<file path="config.mk">
export PLATFORM = sky130hd
export DESIGN_NAME = uctl_bank_router
export DESIGN_NICKNAME = d
export VERILOG_FILES = /design/src/rtl/uctl_bank_router.sv
export SDC_FILE = /design/constraint.sdc
export NUM_CORES = 1
export LEC_CHECK = 0
export ABC_CLOCK_PERIOD_IN_PS = 7900
export BUFFER_PORTS_ARGS = -buffer_cell sky130_fd_sc_hd__buf_2
export CAP_MARGIN = 20
export CORE_UTILIZATION = 48
export CTS_BUF_LIST = sky130_fd_sc_hd__clkbuf_8 sky130_fd_sc_hd__clkbuf_16
export DETAILED_ROUTE_END_ITERATION = 8
export GPL_TIMING_DRIVEN = 0
export PLACE_DENSITY = 0.95
export SYNTH_ARGS = -nofsm -noshare
export SYNTH_HDL_FRONTEND = slang
export SYNTH_SLANG_ARGS = --single-unit
</file>
<file path="constraint.sdc">
create_clock -name uctl_clk -period 7.9 [get_ports uctl_clk]
set_input_delay 1.185 -clock uctl_clk [delete_from_list [all_inputs] [get_ports uctl_clk]]
set_output_delay 1.185 -clock uctl_clk [all_outputs]
set_load 0.01 [all_outputs]
</file>
<file path="src/rtl/uctl_bank_router.sv">
// rtl/uctl_bank_router.sv - one-hot bank request router with in-order read return
//
// Purpose:
//   Decodes the bank index carried on uctl_offsetAddr into a registered one-hot
//   bank request that is held until the selected bank acknowledges. Accepted
//   reads are remembered in a small in-order queue so that read data can be
//   taken only from the bank at the head of the queue; data-valids from any
//   other bank are dropped and flagged in a sticky sequence-error bit.
//
// Ports:
//   uctl_clk           in   system clock, rising edge
//   uctl_rst_n         in   asynchronous active-low reset
//   uctl_req           in   access request, held until uctl_rdAck
//   uctl_wr            in   1 = write, 0 = read, sampled with uctl_req
//   uctl_offsetAddr    in   bank index
//   uctl_busy          out  router cannot accept a new request
//   uctl_bankReq       out  registered one-hot bank request
//   uctl_bankWr        out  registered write qualifier for uctl_bankReq
//   uctl_bankAck       in   per-bank accept
//   uctl_bankDVl       in   per-bank read-data valid
//   uctl_bankRdData    in   concatenated bank read data, bank 0 in the LSBs
//   uctl_rdAck         out  access accepted by the target bank
//   uctl_dValid        out  registered read-data valid (one-cycle pulse)
//   uctl_rdData        out  registered read data, held between pulses
//   uctl_outstCnt      out  number of outstanding reads
//   uctl_seqErr        out  sticky out-of-order / unexpected data-valid flag
//   uctl_timeoutErr    out  one-cycle ack-timeout pulse (UCTL_BANK_TIMEOUT_EN only)
//
// Configuration:
//   UCTL_BANK_TIMEOUT_EN  when defined, a request that is not acknowledged
//                         within TIMEOUT_CYC cycles is abandoned.

module uctl_bank_router #(
   parameter int NUM_BANKS   = 4,
   parameter int BANK_SEL_W  = 2,
   parameter int DATA_W      = 32,
   parameter int OUTST_DEPTH = 4,
   parameter int OUTST_PTR_W = 2,
   parameter int TIMEOUT_CYC = 255
) (
   input  logic                        uctl_clk,
   input  logic                        uctl_rst_n,
   input  logic                        uctl_req,
   input  logic                        uctl_wr,
   input  logic [BANK_SEL_W-1:0]       uctl_offsetAddr,
   output logic                        uctl_busy,
   output logic [NUM_BANKS-1:0]        uctl_bankReq,
   output logic                        uctl_bankWr,
   input  logic [NUM_BANKS-1:0]        uctl_bankAck,
   input  logic [NUM_BANKS-1:0]        uctl_bankDVl,
   input  logic [NUM_BANKS*DATA_W-1:0] uctl_bankRdData,
   output logic                        uctl_rdAck,
   output logic                        uctl_dValid,
   output logic [DATA_W-1:0]           uctl_rdData,
   output logic [OUTST_PTR_W:0]        uctl_outstCnt,
`ifdef UCTL_BANK_TIMEOUT_EN
   output logic                        uctl_timeoutErr,
`endif
   output logic                        uctl_seqErr
);

   // Elaboration-time guards on the parameter relationships the logic relies on.
   if (NUM_BANKS < 2 || NUM_BANKS != (1 << BANK_SEL_W)) begin : g_bad_num_banks
      $error("NUM_BANKS must be a power of 2, at least 2, and equal 2**BANK_SEL_W");
   end
   if (OUTST_DEPTH != (1 << OUTST_PTR_W)) begin : g_bad_outst_depth
      $error("OUTST_DEPTH must equal 2**OUTST_PTR_W");
   end
   if (TIMEOUT_CYC < 1) begin : g_bad_timeout
      $error("TIMEOUT_CYC must be at least 1");
   end

   localparam logic [OUTST_PTR_W:0] FULL_CNT = (OUTST_PTR_W+1)'(OUTST_DEPTH);

   typedef enum logic {
      ST_IDLE = 1'b0,
      ST_REQ  = 1'b1
   } state_t;

   state_t                  r_state;
   logic [BANK_SEL_W-1:0]   r_sel_idx;
   logic                    r_wr_flag;
   logic [NUM_BANKS-1:0]    r_bank_req;
   logic                    r_bank_wr;

   logic [BANK_SEL_W-1:0]   r_fifo [OUTST_DEPTH];
   logic [OUTST_PTR_W-1:0]  r_wr_ptr;
   logic [OUTST_PTR_W-1:0]  r_rd_ptr;
   logic [OUTST_PTR_W:0]    r_count;

   logic                    r_dvalid;
   logic [DATA_W-1:0]       r_rd_data;
   logic                    r_seq_err;

   logic                    w_fifo_full;
   logic                    w_fifo_empty;
   logic                    w_accept;
   logic                    w_ack;
   logic                    w_req_end;
   logic                    w_push;
   logic                    w_pop;
   logic                    w_stray;
   logic [BANK_SEL_W-1:0]   w_head;
   logic [NUM_BANKS-1:0]    w_head_mask;
   logic [DATA_W-1:0]       w_head_data;

   assign w_fifo_full  = (r_count == FULL_CNT);
   assign w_fifo_empty = (r_count == '0);

   // A write is blocked by a full read queue as well; this keeps the accept
   // condition independent of the access type.
   assign w_accept = (r_state == ST_IDLE) & uctl_req & ~w_fifo_full;
   assign w_ack    = (r_state == ST_REQ) & uctl_bankAck[r_sel_idx];
   assign w_push   = w_ack & ~r_wr_flag;

   // Only the bank at the head of the queue may return data; with an empty
   // queue the mask is zero so every data-valid counts as stray.
   assign w_head      = r_fifo[r_rd_ptr];
   assign w_head_mask = w_fifo_empty ? '0 : (NUM_BANKS'(1) << w_head);
   assign w_pop       = |(uctl_bankDVl & w_head_mask);
   assign w_stray     = |(uctl_bankDVl & ~w_head_mask);

   always_comb begin
      w_head_data = '0;
      for (int b = 0; b < NUM_BANKS; b++) begin
         if (w_head == BANK_SEL_W'(b)) begin
            w_head_data = uctl_bankRdData[b*DATA_W +: DATA_W];
         end
      end
   end

`ifdef UCTL_BANK_TIMEOUT_EN
   localparam int TO_W = $clog2(TIMEOUT_CYC + 1);

   logic [TO_W-1:0] r_to_cnt;
   logic            r_timeout_err;
   logic            w_timeout;

   // The counter holds the number of cycles already spent in REQ, so the last
   // permitted cycle is TIMEOUT_CYC-1 and the abort lands TIMEOUT_CYC cycles
   // after REQ entry.
   assign w_timeout = (r_state == ST_REQ) & ~uctl_bankAck[r_sel_idx] &
                      (r_to_cnt == TO_W'(TIMEOUT_CYC - 1));
   assign w_req_end = w_ack | w_timeout;

   always_ff @(posedge uctl_clk or negedge uctl_rst_n) begin
      if (!uctl_rst_n) begin
         r_to_cnt      <= '0;
         r_timeout_err <= 1'b0;
      end else begin
         r_timeout_err <= w_timeout;
         if (w_accept) begin
            r_to_cnt <= '0;
         end else if (r_state == ST_REQ && !w_req_end) begin
            r_to_cnt <= r_to_cnt + TO_W'(1);
         end
      end
   end

   assign uctl_timeoutErr = r_timeout_err;
`else
   assign w_req_end = w_ack;
`endif

   // Request FSM: IDLE samples the requester, REQ holds the one-hot request
   // until the selected bank accepts it (or, optionally, until timeout).
   always_ff @(posedge uctl_clk or negedge uctl_rst_n) begin
      if (!uctl_rst_n) begin
         r_state    <= ST_IDLE;
         r_sel_idx  <= '0;
         r_wr_flag  <= 1'b0;
         r_bank_req <= '0;
         r_bank_wr  <= 1'b0;
      end else begin
         case (r_state)
            ST_IDLE: begin
               if (w_accept) begin
                  r_state    <= ST_REQ;
                  r_sel_idx  <= uctl_offsetAddr;
                  r_wr_flag  <= uctl_wr;
                  r_bank_req <= NUM_BANKS'(1) << uctl_offsetAddr;
                  r_bank_wr  <= uctl_wr;
               end
            end
            ST_REQ: begin
               if (w_req_end) begin
                  r_state    <= ST_IDLE;
                  r_bank_req <= '0;
                  r_bank_wr  <= 1'b0;
               end
            end
            default: begin
               r_state    <= ST_IDLE;
               r_bank_req <= '0;
               r_bank_wr  <= 1'b0;
            end
         endcase
      end
   end

   // Read-order queue. A push can only happen from REQ, which was entered
   // with the queue not full, so overflow is impossible by construction.
   always_ff @(posedge uctl_clk or negedge uctl_rst_n) begin
      if (!uctl_rst_n) begin
         for (int i = 0; i < OUTST_DEPTH; i++) begin
            r_fifo[i] <= '0;
         end
         r_wr_ptr <= '0;
         r_rd_ptr <= '0;
         r_count  <= '0;
      end else begin
         if (w_push) begin
            r_fifo[r_wr_ptr] <= r_sel_idx;
            r_wr_ptr         <= r_wr_ptr + OUTST_PTR_W'(1);
         end
         if (w_pop) begin
            r_rd_ptr <= r_rd_ptr + OUTST_PTR_W'(1);
         end
         case ({w_push, w_pop})
            2'b10:   r_count <= r_count + (OUTST_PTR_W+1)'(1);
            2'b01:   r_count <= r_count - (OUTST_PTR_W+1)'(1);
            default: r_count <= r_count;
         endcase
      end
   end

   // Read return and sticky sequence error.
   always_ff @(posedge uctl_clk or negedge uctl_rst_n) begin
      if (!uctl_rst_n) begin
         r_dvalid  <= 1'b0;
         r_rd_data <= '0;
         r_seq_err <= 1'b0;
      end else begin
         r_dvalid <= w_pop;
         if (w_pop) begin
            r_rd_data <= w_head_data;
         end
         if (w_stray) begin
            r_seq_err <= 1'b1;
         end
      end
   end

   assign uctl_busy     = (r_state == ST_REQ) | w_fifo_full;
   assign uctl_bankReq  = r_bank_req;
   assign uctl_bankWr   = r_bank_wr;
   assign uctl_rdAck    = w_ack;
   assign uctl_dValid   = r_dvalid;
   assign uctl_rdData   = r_rd_data;
   assign uctl_outstCnt = r_count;
   assign uctl_seqErr   = r_seq_err;

endmodule
</file>
## Word level (Yosys, flattened, before mapping)

Cells that the tools add are included.

- Bitwise gates (word level): 13
- $add $sub $neg: 4
- Multiplexer cells: 23
- Eq/ne operators: 8
- Shift operators: 2
- Order comparisons: 4
- Reductions and logical operators: 8

Operators with widths:

| cell | number |
|---|---|
| 32-bit 2-to-1 mux | 4 |
| 4-bit 2-to-1 mux | 3 |
| 4-bit bitwise AND | 2 |
| 8-bit bitwise mux | 1 |
| 4-bit case mux with 2 select lines | 1 |
| 4-bit OR reduction | 2 |
| 1-bit by 2-bit << shifter with 4-bit output (first input constant) | 2 |
| 2-bit equality test (second input constant) | 3 |
| 3-bit >= comparator (second input constant) | 2 |
| 2-bit 2-to-1 mux | 3 |
| 2-bit NOT with 3-bit output | 2 |
| 3-bit case mux with 2 select lines | 1 |
| 1-bit 2-to-1 mux | 5 |
| 2-bit by 1-bit adder with 2-bit output (second input constant) | 2 |
| 1-bit bitwise AND | 4 |
| 2-bit binary-select mux with 2-bit select | 1 |
| 2-bit demux with 2-bit select | 1 |
| 2-bit by 1-bit equality test with 1-bit output (second input constant) | 2 |
| 4-bit NOT | 1 |
| 1-bit case mux with 2 select lines | 2 |
| 2-bit AND reduction | 2 |
| 3-bit by 1-bit adder with 3-bit output (second input constant) | 1 |
| 3-bit equality test (second input constant) | 1 |
| 3-bit logical NOT | 1 |
| other kinds (11) | 13 |

- Register bits: 58
- Input port bits: 142
- Output and inout port bits: 44
- Word-level logic and storage cells: 77

## Longest topological paths before layout

Gate-level depths: netlist of run 1.

- Depth in word-level cells: 10
- Depth in mapped cells: 13
- Depth with buffers taken out: 10

## Least setup slack after synthesis of run 1

OpenSTA, ideal clock, no wires.

- Path type: input -> register
- Start: input port uctl_bankAck[3]
- End: register r_count[2] (netlist: uctl_outstCnt[2])
- Buffers on the path: 1
- Arrival time: 3.027 ns
- Cell stages on the path: 10
- Setup slack: 4.793 ns
- Setup time: 0.079 ns
- Required time: 7.821 ns
- Cells stage by stage: mux4_2 > and3_1 > clkbuf_1 > inv_1 > ha_1 > inv_1 > fa_1 > xor2_1 > nor2_1 > xor2_1

- Longest elaborated chain between the ends: 6
- Elaborated cells between the ends (all ways): 8
- Those cells by class: eq/ne (2); mux (3); bitwise (2); reduce/logical (1)

Ends and longest elaborated chain:

| element | RTL line | source |
|---|---|---|
| start: declaration | 49 | `input logic [NUM_BANKS-1:0] uctl_bankAck,` |
| 1-bit binary-select mux with 2-bit select (*) | 113 | `assign w_ack = (r_state == ST_REQ) & uctl_bankAck[r_sel_idx];` |
| 1-bit 2-to-1 mux (not written as such) (*) | 113 |  |
| 1-bit bitwise AND (*) | 113 |  |
| 1-bit bitwise AND (*) | 114 | `assign w_push = w_ack & ~r_wr_flag;` |
| 2-bit by 1-bit equality test with 1-bit output / 2-bit equality test (equally long branches) | 219 | `case ({w_push, w_pop})` |
| 3-bit case mux with 2 select lines / 2-bit nonzero test (equally long branches) | -- |  |
| end signal: assignment | 220 | `2'b10: r_count <= r_count + (OUTST_PTR_W+1)'(1);` |
| end signal: assignment | 221 | `2'b01: r_count <= r_count - (OUTST_PTR_W+1)'(1);` |
| end signal: assignment | 222 | `default: r_count <= r_count;` |
| end: declaration | 89 | `logic [OUTST_PTR_W:0] r_count;` |

Every way passes the cells marked *; elsewhere a longest branch is shown, timed or not. The select of a mux whose other input is x is not followed.
A chain may end at the register's enable or synchronous reset.

## Worst setup path after layout of run 1

- Start: input port uctl_bankAck[3]
- End: output port uctl_rdAck

- Longest elaborated chain between the ends: 3

Ends and longest elaborated chain:

| element | RTL line | source |
|---|---|---|
| 1-bit binary-select mux with 2-bit select | 113 |  |
| 1-bit 2-to-1 mux (not written as such) | 113 |  |
| 1-bit bitwise AND | 113 |  |
| end: declaration | 52 | `output logic uctl_rdAck,` |

Every way passes these cells. The select of a mux whose other input is x is not followed.

==> Implementation_results.wiki, run 1 <==
{| class="wikitable"
! Metric !! Value
|-
| Die W || between 80 and 90 µm
|-
| HPWL reported at the end of detailed placement || 7.12 mm
|-
| Maximum capacitance violations || 0
|-
| Via count || about 2800
|-
| Number of nets at the end of the flow || 564
|-
| Sequential cell area || 1450 µm²
|-
| Highest net fanout along the worst path || 3
|-
| Number of CTS-inserted buffers || 9
|-
| Total of flip-flops plus latches after synthesis || 58
|-
| Violation count after the first detailed-routing iteration || about 110
|-
| Max H-tree Level || 3
|-
| Post_cts resized || 0
|-
| # diodes || 0
|-
| Drt total wl || a little under 9 mm
|-
| Multi-input gate area || 1720 µm²
|-
| Top Ports || 186
|-
| Achievable clock frequency || just over 300 MHz
|-
| Post-Syn Nets || around 370
|-
| Cell chosen for the clock root || sky130_fd_sc_hd__clkbuf_8
|-
| Delay-heaviest family, CP || multiplexers
|-
| Nature of the critical path startpoint || primary input
|-
| Data arrival, critical path || approximately 2.1 ns
|-
| Overall power consumption || about 2200 µW
|-
| Maximum vdd drop || 226 µV
|-
| CTS Sinks || 58
|-
| Worst-case clock buffer depth || 2
|-
| Wire length of the first global-routing pass || 13.6 mm
|-
| Proportion of synthesized flip-flops having asynchronous set or reset || 1.00
|-
| Latest clock arrival within the worst-skew pair || about 0.33 ns
|-
| Largest cells by area after synthesis || sky130_fd_sc_hd__dfrtp_1, sky130_fd_sc_hd__mux4_2, sky130_fd_sc_hd__mux2_2
|-
| Instance area after placement || ~4300 µm²
|-
| Number of slew-limit violations in the final report || 0
|-
| Slowest Stage Delay on Critical Path || 0.48 ns
|-
| Post-synth EDFFs || 0
|-
| Final number of hold-violating endpoints || 0
|-
| Largest net degree at the start of global routing || 31
|-
| Mapped cell area || ~3300 µm²
|-
| Area grow syn2layout || 36.5%
|-
| Die Span Y || around 85 µm
|-
| Origin of the worst min-delay path || uctl_rdData[22]
|-
| Syn Area/Cell || 15.1 µm²
|-
| Area inside the core boundary || 6490 µm²
|-
| Class of the tightest hold or removal check || reg -> reg
|-
| Maximum clock skew at final layout || roughly 0.0094 ns
|-
| Setup repair after global routing missed its margin || false
|-
| Number of cells produced by synthesis || 219
|-
| Filler Cell Count || between 400 and 500
|-
| GP Congestion || around 0.79
|-
| RR Startpoint || r_rd_ptr[0]
|-
| Count of final setup violators || 0
|-
| Fraction of the cycle the final worst path needs || 0.415
|-
| Number of distinct library cells after synthesis || 32
|-
| Number of buffers inserted by port buffering || 185
|-
| Critical path buffer and inverter count || 2
|-
| Slew @ Worst Pin || 0.724 ns
|-
| Starting density of the core || 0.508
|-
| Cell mode on critical path || sky130_fd_sc_hd__buf_2
|-
| Final Cell Area || roughly 4500 µm²
|-
| DIE AREA || a little over 7000 µm²
|-
| Time the final worst path needs with I/O delays and setup || approximately 3.3 ns
|-
| Violations in the final reports || design-rule violations
|-
| Run status || complete, but fails checks
|-
| Proportion of layout cells with a drive suffix above 1 || 0.689
|-
| CP cell instances || buf_2 -> mux4_2 -> and2_1 -> buf_2
|-
| Drt first pass iters || 8
|-
| Fraction of the yosys area taken by sequential cells || 0.440
|-
| Static leakage || 0.00220 µW
|-
| Main flop type after synthesis || sky130_fd_sc_hd__dfrtp_1
|-
| Setup tns final || 0 ns
|-
| Num rows || 29
|-
| Most instantiated library cell after synthesis || sky130_fd_sc_hd__dfrtp_1
|-
| Number of nets with antenna violations after routing || 0
|-
| Initial antenna violation count || 0
|-
| Number of warnings issued by yosys || 0
|-
| Register clock-pin slew on the reported worst setup and hold paths || 0.06 ns
|-
| Count of buffers added by post-CTS timing repair for setup || 0
|-
| Remaining global-route overflow || 0
|-
| Final core utilization || 0.694
|-
| Commonest cells in the netlist || sky130_fd_sc_hd__dfrtp_1, sky130_fd_sc_hd__mux2_2, sky130_fd_sc_hd__mux4_2, sky130_fd_sc_hd__inv_1, sky130_fd_sc_hd__nand2_1
|-
| Relative slew slack || 0.514
|-
| Via density per instance || roughly 5.6
|-
| GRT Total Usage || 0.250
|-
| Critical Path Source || uctl_bankAck[3]
|-
| Yosys top cell by area || sky130_fd_sc_hd__dfrtp_1
|-
| Worst Path Required || roughly 6.7 ns
|-
| Max stage delay cell, worst path || sky130_fd_sc_hd__mux4_2
|-
| CP Class || in -> out
|-
| Clock tree from TritonCTS || yes
|-
| Post-route DRC violation count || 15
|-
| Total power divided by cell area || roughly 500 nW/µm²
|-
| Portion of synthesized cell area occupied by the leading cell type || 0.440
|-
| Via count of the first global-routing pass || around 2900
|-
| Avg WL per Cell || between 15 and 20 µm
|-
| Count of hold buffers inserted by post-cts repair || 0
|-
| Worst setup EP type || output port
|}
## worst register-to-register path, stage by stage, from the launching register on
cell and delay (ns):
sky130_fd_sc_hd__dfrtp_1 0.46, sky130_fd_sc_hd__mux4_2 0.57, sky130_fd_sc_hd__buf_6 0.18, sky130_fd_sc_hd__mux4_2 0.47
sky130_fd_sc_hd__a22oi_4 0.29, sky130_fd_sc_hd__buf_6 0.21, sky130_fd_sc_hd__inv_1 0.09, sky130_fd_sc_hd__ha_1 0.22
sky130_fd_sc_hd__inv_1 0.08, sky130_fd_sc_hd__fa_1 0.17, sky130_fd_sc_hd__xor2_1 0.16, sky130_fd_sc_hd__nor2_1 0.07
sky130_fd_sc_hd__xor2_1 0.14
## through the flow
stage	worst slack (ns)	hold WS (ns)	cells
floorplan	4.79	0.474	219
global placement	4.50	0.484	481
detailed placement	4.48	0.489	482
CTS	4.62	0.503	498
global route	4.52	0.508	498
finish	4.62	0.500	498
## flip-flops by register name, summed over array words and instances, names as in the netlist
signal         flops
uctl_rdData       32
r_fifo             8
uctl_bankReq       4
uctl_outstCnt      3
r_rd_ptr           2
r_sel_idx          2
r_wr_ptr           2
r_state            1
r_wr_flag          1
uctl_bankWr        1
uctl_dValid        1
uctl_seqErr        1
## per-layer routing
layer,global-route usage,vias up,part of all wire
li1,-,1235,-
met1,0.267,1370,0.36
met2,0.462,135,0.54
met3,0.0564,26,0.065
met4,0.133,0,0.032
met5,0,-,0
## layout make-up
cell class	instances	area share
plain buffers	14	0.0189
clock buffers	10	0.0305
clock inverters	6	0.00583
inverters	13	0.0108
multi-input cells	134	0.381
flip-flops and latches	58	0.322
well taps	77	0.0214
repair buffers	186	0.210
## path summary, 6_finish.rpt
path	to	slack, ns	cells after the start
worst max-delay path	uctl_rdAck	4.62	4
worst min-delay path	uctl_rdData[22]	0.50	1
worst max register to register	uctl_outstCnt[2]	4.68	12
worst min register to register	uctl_rdData[22]	0.50	1
max in group asynchronous	uctl_rdData[18]	6.41	2
min in group asynchronous	uctl_rdData[4]	0.90	1
## placed cells by master (no fill, tap or decap), types with 5 or more instances in the layout
cell type                  Yosys  final
sky130_fd_sc_hd__mux2_2       45     45
sky130_fd_sc_hd__ha_1          5      5
sky130_fd_sc_hd__clkbuf_8      0     10
sky130_fd_sc_hd__clkbuf_1      6      6
sky130_fd_sc_hd__nand2_1      10     10
sky130_fd_sc_hd__buf_2         2    187
sky130_fd_sc_hd__o21ai_0       5      5
sky130_fd_sc_hd__dfrtp_1      58     58
sky130_fd_sc_hd__mux4_2       37     37
sky130_fd_sc_hd__inv_1        13     16
## cells by family (layout without fill, tap and decap cells)
kind of cell | after synthesis | in the layout | share of synthesized area
muxes | 85 | 85 | 0.415
DFF | 58 | 58 | 0.440
buffers and inverters | 27 | 229 | 0.0406
and+or+nand+nor | 25 | 25 | 0.0383
AOI/OAI and AO/OA | 13 | 13 | 0.0281
adders and majority gates | 6 | 6 | 0.0250
xor gates and xnor gates | 5 | 5 | 0.0133
## power breakdown
group	switching [µW]	total, µW	leakage [µW]	internal (µW)
clock network	110	227	0.0000996	117
logic	626	1410	0.00141	782
registers	93.4	555	0.000691	462
(Power assumes the default switching activity.)
==> inputs of run 2 (changes only) <==
==> config.mk (replaced) <==
export PLATFORM = sky130hd
export DESIGN_NAME = uctl_bank_router
export DESIGN_NICKNAME = d
export VERILOG_FILES = /design/src/rtl/uctl_bank_router.sv
export SDC_FILE = /design/constraint.sdc
export NUM_CORES = 1
export LEC_CHECK = 0
export ABC_CLOCK_PERIOD_IN_PS = 3300
export BUFFER_PORTS_ARGS = -buffer_cell sky130_fd_sc_hd__buf_2
export CAP_MARGIN = 20
export CORE_UTILIZATION = 45
export CTS_BUF_LIST = sky130_fd_sc_hd__clkbuf_8 sky130_fd_sc_hd__clkbuf_16
export DETAILED_ROUTE_END_ITERATION = 8
export GPL_TIMING_DRIVEN = 0
export PLACE_DENSITY = 0.93
export SYNTH_ARGS = -nofsm -noshare
export SYNTH_HDL_FRONTEND = slang
export SYNTH_SLANG_ARGS = --single-unit
==> constraint.sdc (replaced) <==
create_clock -name uctl_clk -period 3.3 [get_ports uctl_clk]
set_input_delay 0.495 -clock uctl_clk [delete_from_list [all_inputs] [get_ports uctl_clk]]
set_output_delay 0.495 -clock uctl_clk [all_outputs]
set_load 0.01 [all_outputs]
==> run 2 against run 1 <==
Total power is 150% higher. Sequential power rose by 140%. Setup slack lost 4.5 ns. Sequential share of layout area fell by 0.33 points. Highest routed layer unchanged. Clock power grew to 2.5 times the previous value. Core utilization fell by 3.8 points. First-iteration DRC count down 13%. Non-clock buffer count up 2. Largest cell class unchanged. Flip-flop and latch count did not move. The run now ends clean. Global-route usage shrank 0.65 points.
==> Implementation_results.wiki, run 2 (synthesized netlist as in run 1, its figures left out) <==
{| class="wikitable"
! Metric !! Value
|-
| Flip-flop count of the largest register, all copies and words added || 32
|-
| Slew @ Worst Pin || about 0.77 ns
|-
| Overall power consumption || between 5000 and 6000 µW
|-
| Avg WL per Cell || between 15 and 20 µm
|-
| Max H-tree Level || 3
|-
| Delay-heaviest family, CP || multiplexers
|-
| Remaining global-route overflow || 0
|-
| Worst-case clock buffer depth || 2
|-
| Latest clock arrival within the worst-skew pair || 0.33 ns
|-
| Cell chosen for the clock root || sky130_fd_sc_hd__clkbuf_8
|-
| GP Congestion || 0.771
|-
| Post-route DRC violation count || 0
|-
| Final number of hold-violating endpoints || 0
|-
| Max stage delay cell, worst path || sky130_fd_sc_hd__mux4_2
|-
| Static leakage || between 0.002 and 0.0025 µW
|-
| Combinational group share of total power || 0.643
|-
| Final core utilization || 0.656
|-
| Wire length of the first global-routing pass || 13.7 mm
|-
| Worst Path Required || 3.50 ns
|-
| CP cell instances || mux4_2 -> buf_6 -> mux4_2 -> a22oi_4 -> buf_6 -> inv_1 -> ha_1 -> inv_1 -> fa_1 -> xor2_1 -> nor2_1 -> xor2_1
|-
| Met1 Usage GRT || 0.265
|-
| Total power divided by cell area || 1180 nW/µm²
|-
| M3 GR Usage || 0.0641
|-
| Number of nets at the end of the flow || between 500 and 600
|-
| Clock tree from TritonCTS || yes
|-
| Via count || around 2800
|-
| Number of CTS-inserted buffers || 9
|-
| Die Span Y || a little under 90 µm
|-
| Register clock-pin slew on the reported worst setup and hold paths || ~0.07 ns
|-
| Num rows || 30
|-
| Top Ports || roughly 190
|-
| Worst setup EP type || flop
|-
| Cells after DPL || roughly 500
|-
| Proportion of layout cells with a drive suffix above 1 || 0.699
|-
| Highest net fanout along the worst path || 10
|-
| Number of buffers inserted by port buffering || between 150 and 200
|-
| Worst Reg-to-Reg Cells || 12
|-
| Starting density of the core || 0.475
|-
| Critical path buffer and inverter count || 4
|-
| Leading cell type in the layout, fill and taps excluded || sky130_fd_sc_hd__buf_2
|-
| CP Class || reg -> reg
|-
| Met2 Resource Use GR || 0.445
|-
| Class of the tightest hold or removal check || in -> async
|-
| Clock power share || 0.106
|-
| Violation count after the first detailed-routing iteration || between 90 and 100
|-
| Via count of the first global-routing pass || ~2900
|-
| Final Cell Area || about 4600 µm²
|-
| Area inside the core boundary || about 7000 µm²
|-
| Drt total wl || ~9.4 mm
|-
| Die W || 87.6 µm
|-
| Data arrival, critical path || between 3 and 4 ns
|-
| Via density per instance || about 5.3
|-
| Relative slew slack || 0.485
|-
| DIE AREA || 7680 µm²
|-
| Fraction of the cycle the final worst path needs || 0.961
|-
| Initial antenna violation count || 0
|-
| # diodes || 0
|-
| Achievable clock frequency || between 300 and 400 MHz
|-
| Time the final worst path needs with I/O delays and setup || approximately 3.2 ns
|-
| Maximum clock skew at final layout || roughly 0.0084 ns
|-
| Slowest Stage Delay on Critical Path || between 0.5 and 0.6 ns
|-
| Highest-count cells in the layout ignoring fill and taps || sky130_fd_sc_hd__buf_2, sky130_fd_sc_hd__dfrtp_1, sky130_fd_sc_hd__mux2_2, sky130_fd_sc_hd__mux4_2, sky130_fd_sc_hd__inv_1
|-
| Net switching power figure || 2050 µW
|-
| Area grow syn2layout || 38.1%
|-
| Drt first pass iters || 4
|-
| Maximum capacitance violations || 0
|-
| Number of nets with antenna violations after routing || 0
|-
| Instance area after placement || 4370 µm²
|-
| Post-layout instance count excluding filler cells || around 520
|-
| Number of slew-limit violations in the final report || 0
|-
| Count of final setup violators || 0
|-
| HPWL reported at the end of detailed placement || ~7.5 mm
|-
| CTS Sinks || between 50 and 60
|-
| GRT Total Usage || 0.244
|-
| Nature of the critical path startpoint || flop
|-
| Switching part of the total power || 0.381
|-
| Largest net degree at the start of global routing || 35
|-
| Critical Path Stages || 12
|-
| Maximum vdd drop || about 570 µV
|-
| Flop pwr share || 0.251
|-
| Run status || finished, final reports clean
|-
| Layer with the highest usage after global routing || met2
|-
| Cell-internal power || between 3000 and 4000 µW
|}
[run 2: cell types whose count changed in the layout (fill, tap and decap cells not counted)]
cell	delta
sky130_fd_sc_hd__inv_1	-2
sky130_fd_sc_hd__buf_4	+3
sky130_fd_sc_hd__clkbuf_8	+1
sky130_fd_sc_hd__dfrtp_2	+1
sky130_fd_sc_hd__buf_1	-1
sky130_fd_sc_hd__dfrtp_1	-1
[run 2: power by group through the flow]
stage               combinational (µW)  clock [µW]  sequential (µW)
finish                            3460         569             1350
global route                      3720         614             1390
CTS                               3450         576             1330
detailed placement                3430           0             1340
global placement                  3290           0             1310
floorplan                         2440           0             1430
[run 2: cell type report]
type | count | area, µm²
Clock buffer | 11 | 151
Tap cell | 96 | 120
Clock inverter | 4 | 18.8
Buffer | 13 | 81.3
Fill cell | 529 | 2390
Inverter | 13 | 48.8
Multi-Input combinational cell | 134 | 1720
Sequential cell | 58 | 1450
Timing Repair Buffer | 189 | 968
[run 2: stage by stage]
step	hold slack (ns)	TNS [ns]	setup WS [ns]
2_1_floorplan	0.199	0	0.393
3_3_place_gp	0.484	0	0.134
3_5_place_dp	0.487	0	0.0511
4_1_cts	0.179	0	0.0335
5_1_grt	0.208	-0.00871	-0.00871
6_report	0.176	0	0.129
[run 2: what timing repair did]
action,CTS,global route
gates resized for setup,0,1
endpoints found under the setup margin,0,2
buffers inserted,0,3
hold buffers,0,0
[run 2: worst register-to-register path, cell delays in order (launching register included)]
cell and delay, ns:
sky130_fd_sc_hd__dfrtp_2 0.42, sky130_fd_sc_hd__mux4_2 0.56, sky130_fd_sc_hd__buf_6 0.18, sky130_fd_sc_hd__mux4_2 0.47
sky130_fd_sc_hd__a22oi_4 0.26, sky130_fd_sc_hd__buf_6 0.22, sky130_fd_sc_hd__inv_1 0.08, sky130_fd_sc_hd__ha_1 0.22
sky130_fd_sc_hd__inv_1 0.08, sky130_fd_sc_hd__fa_1 0.17, sky130_fd_sc_hd__xor2_1 0.16, sky130_fd_sc_hd__nor2_1 0.07
sky130_fd_sc_hd__xor2_1 0.14
[run 2: worst paths after layout]
path                                 startpoint               end  slack (ns)
worst max-delay path                r_rd_ptr[0]  uctl_outstCnt[2]        0.13
worst min-delay path                 uctl_rst_n    uctl_rdData[7]        0.18
worst max register to register      r_rd_ptr[0]  uctl_outstCnt[2]        0.13
worst min register to register  uctl_rdData[12]   uctl_rdData[12]        0.50
max in group asynchronous            uctl_rst_n       r_rd_ptr[0]        2.53
min in group uctl_clk                   uctl_wr         r_wr_flag        0.40
[run 2: metal layers]
layer,share of wire,wire [µm]
met4,0.028,264
met3,0.071,667
met1,0.36,3410
met2,0.54,5030
met5,0,0
